### config.mk
export PLATFORM = sky130hd
export DESIGN_NAME = sparsity_mode_switch_seq
export DESIGN_NICKNAME = d
export VERILOG_FILES = /design/src/rtl/sparsity_mode_switch_seq.sv
export SDC_FILE = /design/constraint.sdc
export NUM_CORES = 1
export LEC_CHECK = 0
export CELL_PAD_IN_SITES_DETAIL_PLACEMENT = 2
export CELL_PAD_IN_SITES_GLOBAL_PLACEMENT = 2
export CORE_MARGIN = 8
export CORE_UTILIZATION = 34
export DETAILED_ROUTE_END_ITERATION = 8
export PLACE_DENSITY = 0.75
export SETUP_SLACK_MARGIN = 0.1
export SLEW_MARGIN = 25
export SYNTH_ARGS = -nofsm -noshare
export SYNTH_HDL_FRONTEND = slang
export SYNTH_SLANG_ARGS = --single-unit
### constraint.sdc
create_clock -name clk -period 2.84 [get_ports clk]
set_input_delay 0.71 -clock clk [delete_from_list [all_inputs] [get_ports clk]]
set_output_delay 0.71 -clock clk [all_outputs]
set_load 0.1 [all_outputs]
### src/rtl/sparsity_mode_switch_seq.sv
// Sparsity-mode switch sequencer.
//
// Sequences a mode change requested by the adaptive sparsity FSM onto the sparse MAC datapath:
// it stalls tile issue, waits for in-flight tiles to drain, writes the new mode on the config
// port and waits for an acknowledge (with a timeout), then holds the stall for a settle period
// before releasing it. Requests that arrive while busy are kept as a single pending request,
// with the most recent one winning.
//
// Ports:
//   clk, reset          clock, asynchronous active-high reset
//   mode_change_pulse   one-cycle request; target_mode is sampled with it
//   target_mode         requested mode (0=dense, 1=2:4, 2=1:4, 3=1:8)
//   tile_issue/retire   datapath issued / retired one tile this cycle
//   cfg_ack             datapath accepted cfg_mode
//   err_clear           clears timeout_err
//   issue_stall         blocks new tile issue
//   cfg_valid/cfg_mode  config write request and the mode being written
//   active_mode         mode currently applied in the datapath
//   busy                sequencer is not idle
//   inflight_count      tiles in flight (saturating)
//   timeout_err         sticky config-timeout flag
//   switch_count        completed switches (wraps)
module sparsity_mode_switch_seq #(
  parameter int unsigned INFLIGHT_W     = 5,
  parameter int unsigned TIMEOUT_CYCLES = 1023,
  parameter int unsigned SETTLE_CYCLES  = 4
) (
  input  logic                  clk,
  input  logic                  reset,
  input  logic                  mode_change_pulse,
  input  logic [1:0]            target_mode,
  input  logic                  tile_issue,
  input  logic                  tile_retire,
  input  logic                  cfg_ack,
  input  logic                  err_clear,
  output logic                  issue_stall,
  output logic                  cfg_valid,
  output logic [1:0]            cfg_mode,
  output logic [1:0]            active_mode,
  output logic                  busy,
  output logic [INFLIGHT_W-1:0] inflight_count,
  output logic                  timeout_err,
  output logic [15:0]           switch_count
);

  localparam int unsigned TmoW    = $clog2(TIMEOUT_CYCLES + 1);
  localparam int unsigned SettleW = $clog2(SETTLE_CYCLES + 1);

  localparam logic [INFLIGHT_W-1:0] InflightMax = '1;
  localparam logic [TmoW-1:0]       TmoLast     = TmoW'(TIMEOUT_CYCLES - 1);
  localparam logic [SettleW-1:0]    SettleInit  = SettleW'(SETTLE_CYCLES - 1);

  typedef enum logic [1:0] {StIdle, StDrain, StConfig, StSettle} state_e;

  state_e              state_q;
  logic [1:0]          req_mode_q;
  logic                pending_q;
  logic [1:0]          pending_mode_q;
  logic [TmoW-1:0]     tmo_cnt_q;
  logic [SettleW-1:0]  settle_cnt_q;

  // A pulse on the SETTLE exit cycle takes part in the exit decision.
  logic       exit_pending;
  logic [1:0] exit_mode;

  always_comb begin
    exit_pending = pending_q;
    exit_mode    = pending_mode_q;
    if (mode_change_pulse) begin
      exit_pending = 1'b1;
      exit_mode    = target_mode;
    end
  end

  always_ff @(posedge clk or posedge reset) begin
    if (reset) begin
      state_q        <= StIdle;
      issue_stall    <= 1'b0;
      cfg_valid      <= 1'b0;
      cfg_mode       <= 2'd0;
      active_mode    <= 2'd0;
      busy           <= 1'b0;
      inflight_count <= '0;
      timeout_err    <= 1'b0;
      switch_count   <= 16'd0;
      req_mode_q     <= 2'd0;
      pending_q      <= 1'b0;
      pending_mode_q <= 2'd0;
      tmo_cnt_q      <= '0;
      settle_cnt_q   <= '0;
    end else begin
      // In-flight tracking runs in every state; simultaneous issue and retire cancel.
      if (tile_issue && !tile_retire && inflight_count != InflightMax) begin
        inflight_count <= inflight_count + INFLIGHT_W'(1);
      end else if (!tile_issue && tile_retire && inflight_count != '0) begin
        inflight_count <= inflight_count - INFLIGHT_W'(1);
      end

      if (state_q != StIdle && mode_change_pulse) begin
        pending_q      <= 1'b1;
        pending_mode_q <= target_mode;
      end

      // A timeout set later in this block overrides the clear.
      if (err_clear) begin
        timeout_err <= 1'b0;
      end

      case (state_q)
        StIdle: begin
          if (mode_change_pulse && target_mode != active_mode) begin
            req_mode_q  <= target_mode;
            state_q     <= StDrain;
            issue_stall <= 1'b1;
            busy        <= 1'b1;
          end
        end
        StDrain: begin
          if (inflight_count == '0) begin
            state_q   <= StConfig;
            cfg_valid <= 1'b1;
            cfg_mode  <= req_mode_q;
            tmo_cnt_q <= '0;
          end
        end
        StConfig: begin
          if (cfg_ack) begin
            cfg_valid    <= 1'b0;
            active_mode  <= req_mode_q;
            switch_count <= switch_count + 16'd1;
            state_q      <= StSettle;
            settle_cnt_q <= SettleInit;
          end else if (tmo_cnt_q == TmoLast) begin
            cfg_valid   <= 1'b0;
            timeout_err <= 1'b1;
            state_q     <= StIdle;
            issue_stall <= 1'b0;
            busy        <= 1'b0;
            pending_q   <= 1'b0;
          end else begin
            tmo_cnt_q <= tmo_cnt_q + TmoW'(1);
          end
        end
        StSettle: begin
          if (settle_cnt_q == '0) begin
            pending_q <= 1'b0;
            if (exit_pending && exit_mode != active_mode) begin
              // Chain straight into the next switch; stall stays asserted.
              req_mode_q <= exit_mode;
              state_q    <= StDrain;
            end else begin
              state_q     <= StIdle;
              issue_stall <= 1'b0;
              busy        <= 1'b0;
            end
          end else begin
            settle_cnt_q <= settle_cnt_q - SettleW'(1);
          end
        end
        default: begin
          state_q <= StIdle;
        end
      endcase
    end
  end

endmodule

==> metrics.cfg, run 1 <==
[detailed_routing]
avgViaCountPerCell = 4.96
wire_per_inst_um = 17.3
drtAntennaViolNets = 0
remaining_drc_errors = 0
first_iter_violations = 29
drt_pre_antenna_iters = 4
route.final.wire_length_mm = 6.29
num_vias = 1801

[critical_path]
arrival_ps = 2690
slowest_delay_ps = 460
critical_path_cell_count = 8
cp_cell_sequence = clkdlybuf4s50_1 > a31oi_1 > nand2_1 > fa_1 > a21o_1 > a21oi_1 > mux2i_1 > xor2_1
worst-r2r-cell-count = 8
worst-path-buf-inv = 1
startpoint_type = input pin
timing.critical_path.to_type = flop
top_cell_family_by_delay_on_the_critical_path = compound AO/OA/AOI/OAI gates
timing.critical_path.fanout_max = 6
crit_type = in -> reg
worst_path_max_delay_cell = sky130_fd_sc_hd__fa_1
worstPathRequired_ps = 3080

[synth]
netlist.area_leader.share_pct = 49.5
edff_count_synth = 0
ys_dominant_reg_cell = sky130_fd_sc_hd__dfrtp_1
synth-warning-count = 0
synth_seq_area_share_pct = 49.5
netlist_top_cells_area = sky130_fd_sc_hd__dfrtp_1 50%, sky130_fd_sc_hd__xnor2_1 7.2%, sky130_fd_sc_hd__mux2_2 6.5%
synth.net_count = 242
post_synthesis_instance_area_mm2 = 0.00242
yosys.cell_types.count = 42
syn_avg_cell_area_um2 = 10.8
ys_ff_latch = 48
synthArstFlopShare_pct = 100
cells_after_synth = 224
synth_top_cell_by_area = sky130_fd_sc_hd__dfrtp_1

[die]
die_width_um = 100
initial_utilization_pct = 35.5
fp.dieArea_mm2 = 0.0101
core-area_mm2 = 0.00683
floorplan.die.height_um = 100
io_pins = 38
std_cell_rows = 30

[sta]
setup_skew_after_layout_ps = 6.83
timing.final.crit_share_pct = 86.5
grt_setup_unrepaired = false
pin_slew_with_the_least_headroom_to_its_limit_ps = 626
clock_period_minus_final_worst_setup_slack_ps = 2460
finalHoldViolations = 0
slew-limit-headroom_pct = 58.2
totalNegativeSetupSlack_ps = 0
maxClockFrequency_mhz = 407
setup_viol = 0
final_max_slew_viol_count = 0

[worst_hold_path]
hold-path-cell-count = 1
hold_path_class = reg -> reg

[global_routing]
gr_usage_total_pct = 13.4
first_pass_grt_wire_length_mm = 10.6
grt_antenna_before_repair = 0
gr-total-overflow = 0
first_global_vias = 1989
grt_max_degree = 49

[placed_design]
port_buffers = 37
finalWeightedCongestion = 0.737
cell_area_after_placement_mm2 = 0.00284
place.detailed.hpwl_mm = 4.47

[power]
static-leakage-power_nw = 1.35
pwr_density_cell_mw_per_mm2 = 1100
totalPowerFinal_mw = 3.26
vdd_ir_drop_max_mv = 0.628

[clock_network]
post_cts.resized_instances = 0
root_buffer = sky130_fd_sc_hd__clkbuf_8
cts.repair_timing.setup_buffer_count = 0
clock_pin_slew_reported_for_the_worst_setup_and_hold_paths_after_clock_tree_synthesis_ps = 90
htree_levels = 2
ctsLongestPathBuffers = 2
worstSkewPairLatency_ps = 300
cts_buffers = 5
clkSinkCount = 48
cts_tree = done
cts_hold_buf = 0

[run]
max_cap_violations = 0

[run_status]
outcome = finished, final reports clean

[layout]
final_area_mm2 = 0.00296
areaGrowthSynthToFinish_pct = 22.1
num-nets-final = 284
drive_gt1_share_pct = 21.3
count_of_antenna_diodes_in_the_layout = 0
final.fill_count = 735

## cell usage after synthesis (3+ instances only)
| master | n |
|---|---|
| sky130_fd_sc_hd__nand3_1 | 10 |
| sky130_fd_sc_hd__dfrtp_1 | 48 |
| sky130_fd_sc_hd__nand2_1 | 12 |
| sky130_fd_sc_hd__nand4_1 | 3 |
| sky130_fd_sc_hd__and3_1 | 3 |
| sky130_fd_sc_hd__nand2b_1 | 3 |
| sky130_fd_sc_hd__buf_2 | 3 |
| sky130_fd_sc_hd__or3_1 | 4 |
| sky130_fd_sc_hd__ha_1 | 8 |
| sky130_fd_sc_hd__mux2i_1 | 3 |
| sky130_fd_sc_hd__xnor2_1 | 20 |
| sky130_fd_sc_hd__mux2_2 | 14 |
| sky130_fd_sc_hd__o21ai_0 | 9 |
| sky130_fd_sc_hd__nor2_1 | 14 |
| sky130_fd_sc_hd__xor2_1 | 8 |
| sky130_fd_sc_hd__a21oi_1 | 13 |
| sky130_fd_sc_hd__inv_1 | 13 |
| sky130_fd_sc_hd__and4_1 | 3 |
| sky130_fd_sc_hd__a21o_1 | 3 |
## metal layers
| layer | GRT usage (%) | vias up | part of all wire [%] |
|---|---|---|---|
| li1 | - | 856 | - |
| met3 | 3.31 | 4 | 3.4 |
| met2 | 22.4 | 22 | 50 |
| met4 | 3.49 | 0 | 0.70 |
| met5 | 0 | - | 0 |
| met1 | 16.7 | 919 | 46 |
## cells in the final DEF (no fill, tap or decap), types with 4 or more instances in the layout
master                            instances
sky130_fd_sc_hd__clkbuf_8                 7
sky130_fd_sc_hd__or3_1                    4
sky130_fd_sc_hd__a21oi_1                 13
sky130_fd_sc_hd__ha_1                     8
sky130_fd_sc_hd__nor2_1                  14
sky130_fd_sc_hd__o21ai_0                  9
sky130_fd_sc_hd__nand3_1                 10
sky130_fd_sc_hd__clkdlybuf4s50_1          8
sky130_fd_sc_hd__buf_4                   33
sky130_fd_sc_hd__inv_1                   12
sky130_fd_sc_hd__nand2_1                 12
sky130_fd_sc_hd__xor2_1                   8
sky130_fd_sc_hd__dfrtp_1                 48
sky130_fd_sc_hd__xnor2_1                 20
sky130_fd_sc_hd__mux2_2                  14
## through the flow
| stage | hold slack (ps) | worst slack [ps] | cells | util, % |
|---|---|---|---|---|
| 2_1_floorplan | 440 | 187 | 224 | - |
| 3_3_place_gp | 455 | 159 | 355 | 41.5 |
| 3_5_place_dp | 467 | 56.4 | 355 | 41.5 |
| 4_1_cts | 484 | 381 | 363 | 43.4 |
| 5_1_grt | 498 | 254 | 363 | 43.4 |
| 6_report | 481 | 383 | 363 | 43.4 |
## report_power, final
part           internal, mW  switching [mW]  total, mW
Combinational         0.458            1.15       1.61
Sequential            0.867           0.230       1.10
Clock                 0.311           0.237      0.548
Total                  1.64            1.62       3.26
## flip-flops by register name, indices dropped and copies added (netlist names)
signal,flops
req_mode_q,2
tmo_cnt_q,10
active_mode,2
state_q,2
settle_cnt_q,3
pending_mode_q,2
switch_count,16
cfg_mode,2
inflight_count,5
timeout_err,1
pending_q,1
busy,1
cfg_valid,1
## path summary, 6_finish.rpt
path,endpoint,startpoint,slack [ps]
max in group asynchronous,tmo_cnt_q[9]$_DFFE_PP0P_,reset,1530
hold reg to reg,switch_count[15]$_DFFE_PP0P_,switch_count[15]$_DFFE_PP0P_,480
setup / recovery,inflight_count[4]$_DFFE_PP0P_,tile_retire,380
hold / removal,switch_count[15]$_DFFE_PP0P_,switch_count[15]$_DFFE_PP0P_,480
setup reg to reg,inflight_count[4]$_DFFE_PP0P_,inflight_count[0]$_DFFE_PP0P_,500
min in group asynchronous,switch_count[4]$_DFFE_PP0P_,reset,890
## logic make-up after synthesis
group,share of synthesized area [%]
and+or+nand+nor,15.1
DFF,49.5
AOI/OAI and AO/OA,8.98
xor gates and xnor gates,10.1
buffers and inverters,3.56
muxes,7.74
adders and majority gates,4.95
## layout make-up
cell class                 instances  area (um2)  share of cell area [%]
sequential                        48        1200                    40.6
tap                               96         120                    4.06
timing repair buffer              41         328                    11.1
multi-input combinational        157        1140                    38.4
clock inverter                     1        30.0                    1.01
inverter                          13        48.8                    1.65
clock buffer                       7        96.3                    3.25
Note: power is estimated with default switching activity, not from simulation.
==> run 2, diff against run 1 <==
==> constraint.sdc (replaced) <==
create_clock -name clk -period 2.84 [get_ports clk]
set_input_delay 0.426 -clock clk [delete_from_list [all_inputs] [get_ports clk]]
set_output_delay 0.426 -clock clk [all_outputs]
set_load 0.1 [all_outputs]
==> metrics.cfg, run 2 (synthesis results as in run 1) <==
[clock_network]
root_buffer = sky130_fd_sc_hd__clkbuf_8
ctsLongestPathBuffers = 2
htree_levels = 2
cts_hold_buf = 0
worstSkewPairLatency_ps = 310
clkSinkCount = 48
post_cts.resized_instances = 0
clock_pin_slew_reported_for_the_worst_setup_and_hold_paths_after_clock_tree_synthesis_ps = 90
cts_buffers = 5
cts_tree = done
cts.repair_timing.setup_buffer_count = 0

[sta]
maxClockFrequency_mhz = 432
final_max_slew_viol_count = 0
totalNegativeSetupSlack_ps = 0
finalHoldViolations = 0
timing.final.crit_share_pct = 81.5
clock_period_minus_final_worst_setup_slack_ps = 2310
slew-limit-headroom_pct = 55.6
setup_viol = 0
setup_skew_after_layout_ps = 5.80
grt_setup_unrepaired = false
pin_slew_with_the_least_headroom_to_its_limit_ps = 667

[die]
initial_utilization_pct = 35.5
fp.dieArea_mm2 = 0.0101
die_width_um = 100
core-area_mm2 = 0.00683
std_cell_rows = 30
floorplan.die.height_um = 100
io_pins = 38

[layout]
count_of_antenna_diodes_in_the_layout = 0
registers.top_by_ff_count = switch_count
num-nets-final = 284
areaGrowthSynthToFinish_pct = 20.9
reg.largest.list = switch_count (16), tmo_cnt_q (10), inflight_count (5)
drive_gt1_share_pct = 21.1
layout.cells.most_common = sky130_fd_sc_hd__dfrtp_1
layout_common_cells = 48 x sky130_fd_sc_hd__dfrtp_1, 33 x sky130_fd_sc_hd__buf_4, 20 x sky130_fd_sc_hd__xnor2_1
largest_reg_flops = 16
final_area_mm2 = 0.00293

[detailed_routing]
route.final.wire_length_mm = 6.76
dr_wl_met2_mm = 3.35
num_vias = 1857
first_iter_violations = 30
wire_per_inst_um = 18.7
remaining_drc_errors = 0
topRoutingLayerUsed = met4
drtAntennaViolNets = 0
met1Wirelength_mm = 3.10
met3_wirelength_um = 252
drt_pre_antenna_iters = 4
avgViaCountPerCell = 5.13

[power]
vdd_ir_drop_max_mv = 0.640
pwr_density_cell_mw_per_mm2 = 1090
static-leakage-power_nw = 1.34

[critical_path]
crit_type = reg -> reg
startpoint_type = flop
worstPathRequired_ps = 3070
timing.critical_path.to_type = flop
timing.critical_path.fanout_max = 6
arrival_ps = 2540

[global_routing]
grt_antenna_before_repair = 0
gr_usage_total_pct = 14.4
gr-total-overflow = 0
first_pass_grt_wire_length_mm = 11.3
first_global_vias = 2074
grt_max_degree = 25

[placed_design]
finalWeightedCongestion = 0.733
place.detailed.hpwl_mm = 5.08
cell_area_after_placement_mm2 = 0.00284
port_buffers = 37

[run]
max_cap_violations = 0

[run_status]
outcome = finished, final reports clean

[worst_hold_path]
hold_path_class = reg -> reg

## run 2: cell count changes in the layout (fill, tap and decap cells not counted), sizes merged
cell    change
bufinv      -1
## run 2: routing by layer
| layer | track usage (%) | vias to the layer above |
|---|---|---|
| li1 | - | 863 |
| met1 | 17.9 | 961 |
| met2 | 23.7 | 26 |
| met3 | 4.21 | 7 |
| met4 | 3.49 | 0 |
| met5 | 0 | - |
## run 2: final timing paths
check                                         startpoint                             to  slack (ps)  cells past startpoint
max                        inflight_count[0]$_DFFE_PP0P_  inflight_count[4]$_DFFE_PP0P_         530                      8
min                         switch_count[15]$_DFFE_PP0P_   switch_count[15]$_DFFE_PP0P_         480                      1
max reg2reg                inflight_count[0]$_DFFE_PP0P_  inflight_count[4]$_DFFE_PP0P_         530                      8
min reg2reg                 switch_count[15]$_DFFE_PP0P_   switch_count[15]$_DFFE_PP0P_         480                      1
max in group asynchronous                          reset      req_mode_q[0]$_DFFE_PP0P_        1710                      3
min in group asynchronous                          reset          cfg_valid$_DFFE_PP0P_         490                      2
## run 2: report_power, final
| part | total (mW) | internal (mW) | switching [mW] |
|---|---|---|---|
| Clock | 0.455 | 0.218 | 0.237 |
| Sequential | 1.09 | 0.868 | 0.221 |
| Combinational | 1.65 | 0.465 | 1.18 |
## run 2: per-stage QoR
| step | utilization (%) | hold slack [ps] | cells | setup slack, ps | total power [mW] |
|---|---|---|---|---|---|
| after floorplan | - | 440 | 224 | 187 | 2.34 |
| final | 42.9 | 479 | 362 | 526 | 3.19 |
| after CTS | 42.9 | 490 | 362 | 493 | 3.24 |
| after detailed placement | 41.5 | 477 | 355 | 303 | 2.76 |
| after global placement | 41.5 | 457 | 355 | 432 | 2.70 |
| after global routing | 42.9 | 502 | 362 | 364 | 3.38 |
## run 2: layout make-up
cell class              count  area, um2
flip-flops and latches     48       1200
multi-input cells         157       1140
clock buffers               7       96.3
repair buffers             41        328
fillers                   741       3900
inverters                  13       48.8
well taps                  96        120
## run 2: worst max-delay path: stages, from the launching register on
cell,delay (ps)
sky130_fd_sc_hd__dfrtp_1,470
sky130_fd_sc_hd__and3_1,200
sky130_fd_sc_hd__a31oi_1,160
sky130_fd_sc_hd__nand2_1,180
sky130_fd_sc_hd__fa_1,460
sky130_fd_sc_hd__a21o_1,200
sky130_fd_sc_hd__a21oi_1,180
sky130_fd_sc_hd__mux2i_1,240
sky130_fd_sc_hd__xor2_1,160
==> run 3, diff against run 2 <==
==> constraint.sdc (replaced) <==
create_clock -name clk -period 2.3 [get_ports clk]
set_input_delay 0.345 -clock clk [delete_from_list [all_inputs] [get_ports clk]]
set_output_delay 0.345 -clock clk [all_outputs]
set_load 0.1 [all_outputs]
==> metrics.cfg, run 3 (synthesis results as in run 1) <==
[detailed_routing]
drtAntennaViolNets = 0
num_vias = 1861
first_iter_violations = 38
wire_per_inst_um = 18.2
avgViaCountPerCell = 5.02
remaining_drc_errors = 0
route.final.wire_length_mm = 6.76
drt_pre_antenna_iters = 4

[layout]
largest_reg_flops = 16
reg.largest.list = switch_count (16), tmo_cnt_q (10), inflight_count (5)
final_core_util_pct = 44.7
layout.cells.most_common = sky130_fd_sc_hd__dfrtp_1
registers.top_by_ff_count = switch_count
areaGrowthSynthToFinish_pct = 25.9
num-nets-final = 292
drive_gt1_share_pct = 27.6
layout_common_cells = 43 x sky130_fd_sc_hd__dfrtp_1, 40 x sky130_fd_sc_hd__buf_4, 20 x sky130_fd_sc_hd__xnor2_1
final_area_mm2 = 0.00305
count_of_antenna_diodes_in_the_layout = 0

[run]
max_cap_violations = 0

[critical_path]
top_cell_family_by_delay_on_the_critical_path = flip-flops
cp_cell_sequence = and3_4 > a31oi_2 > nand2_2 > fa_2 > a21o_1 > a21oi_2 > mux2i_1 > xor2_1
timing.critical_path.to_type = flop
worstPathRequired_ps = 2530
startpoint_type = flop
crit_type = reg -> reg
slowest_delay_ps = 520
critical_path_cell_count = 8
timing.critical_path.fanout_max = 6
worst_path_max_delay_cell = sky130_fd_sc_hd__dfrtp_4
worst-path-buf-inv = 0
worst-r2r-cell-count = 8
worst_setup_path_startpoint = inflight_count[1]$_DFFE_PP0P_
origin_of_the_critical_flop_to_flop_path = inflight_count[1]$_DFFE_PP0P_
arrival_ps = 2360

[clock_network]
cts_buffers = 5
clkSinkCount = 48
cts_tree = done
clock_pin_slew_reported_for_the_worst_setup_and_hold_paths_after_clock_tree_synthesis_ps = 90
htree_levels = 2
ctsLongestPathBuffers = 2
root_buffer = sky130_fd_sc_hd__clkbuf_8
worstSkewPairLatency_ps = 300

[sta]
setup_skew_after_layout_ps = 4.06
slew-limit-headroom_pct = 71.4
pin_slew_with_the_least_headroom_to_its_limit_ps = 424
fin_worst_hold_slack_ps = 303
clock_period_minus_final_worst_setup_slack_ps = 2130
totalNegativeSetupSlack_ps = 0
grt_setup_unrepaired = true
maxClockFrequency_mhz = 470
timing.final.crit_share_pct = 92.6
final_max_slew_viol_count = 0
setup_viol = 0
finalHoldViolations = 0

[die]
die_width_um = 100
std_cell_rows = 30
io_pins = 38
fp.dieArea_mm2 = 0.0101
floorplan.die.height_um = 100
core-area_mm2 = 0.00683
initial_utilization_pct = 35.5

[power]
totalPowerFinal_mw = 4.11
vdd_ir_drop_max_mv = 0.864
pwr_density_cell_mw_per_mm2 = 1350
static-leakage-power_nw = 1.38

[placed_design]
place.detailed.hpwl_mm = 4.99
finalWeightedCongestion = 0.708
cell_area_after_placement_mm2 = 0.00293
port_buffers = 37

[run_status]
outcome = finished, final reports clean

[global_routing]
first_global_vias = 2237
first_pass_grt_wire_length_mm = 11.8
grt_max_degree = 25
met3_usage_pct = 2.62
gr-total-overflow = 0
gr-max-usage-layer = met2
gr_usage_total_pct = 14.9
grt_met1_use_pct = 17.8
grt_antenna_before_repair = 0
gr-usage-met2_pct = 26.3

[worst_hold_path]
hold_path_class = in -> async

run 3: final timing paths:
path,to,slack (ps)
max,inflight_count[4]$_DFFE_PP0P_,170
min,switch_count[5]$_DFFE_PP0P_,300
max reg2reg,inflight_count[4]$_DFFE_PP0P_,170
min reg2reg,switch_count[15]$_DFFE_PP0P_,470
max in group asynchronous,inflight_count[0]$_DFFE_PP0P_,1480
min in group clk,switch_count[15]$_DFFE_PP0P_,470
run 3: per-layer routing:
metal  vias up  part of all wire (%)
met3         7                   1.6
li1        876                     -
met2        23                    52
met4         0                   1.0
met1       955                    46
met5         -                     0
run 3: repair_timing:
action | in CTS | in global routing
gates resized for setup | 0 | 2
buffers inserted | 0 | 1
endpoints found under the setup margin | 0 | 3
hold buffers | 0 | 0
run 3: area by class of cell:
| cell class | instances | area (um2) |
|---|---|---|
| fillers | 753 | 3780 |
| flip-flops and latches | 48 | 1210 |
| multi-input cells | 157 | 1160 |
| repair buffers | 49 | 400 |
| well taps | 96 | 120 |
| clock buffers | 5 | 68.8 |
| inverters | 13 | 48.8 |
| clock inverters | 3 | 42.5 |
run 3: stage by stage:
step / worst slack [ps] / cells
global route: 53.5 / 371
finish: 171 / 371
detailed placement: 8.73 / 362
floorplan: 78.9 / 224
CTS: 103 / 370
global placement: 74.8 / 362
run 3: power breakdown:
group | switching, mW | internal, mW | leakage, nW
registers | 0.248 | 1.09 | 0.611
logic | 1.51 | 0.641 | 0.715
clock network | 0.298 | 0.322 | 0.0541
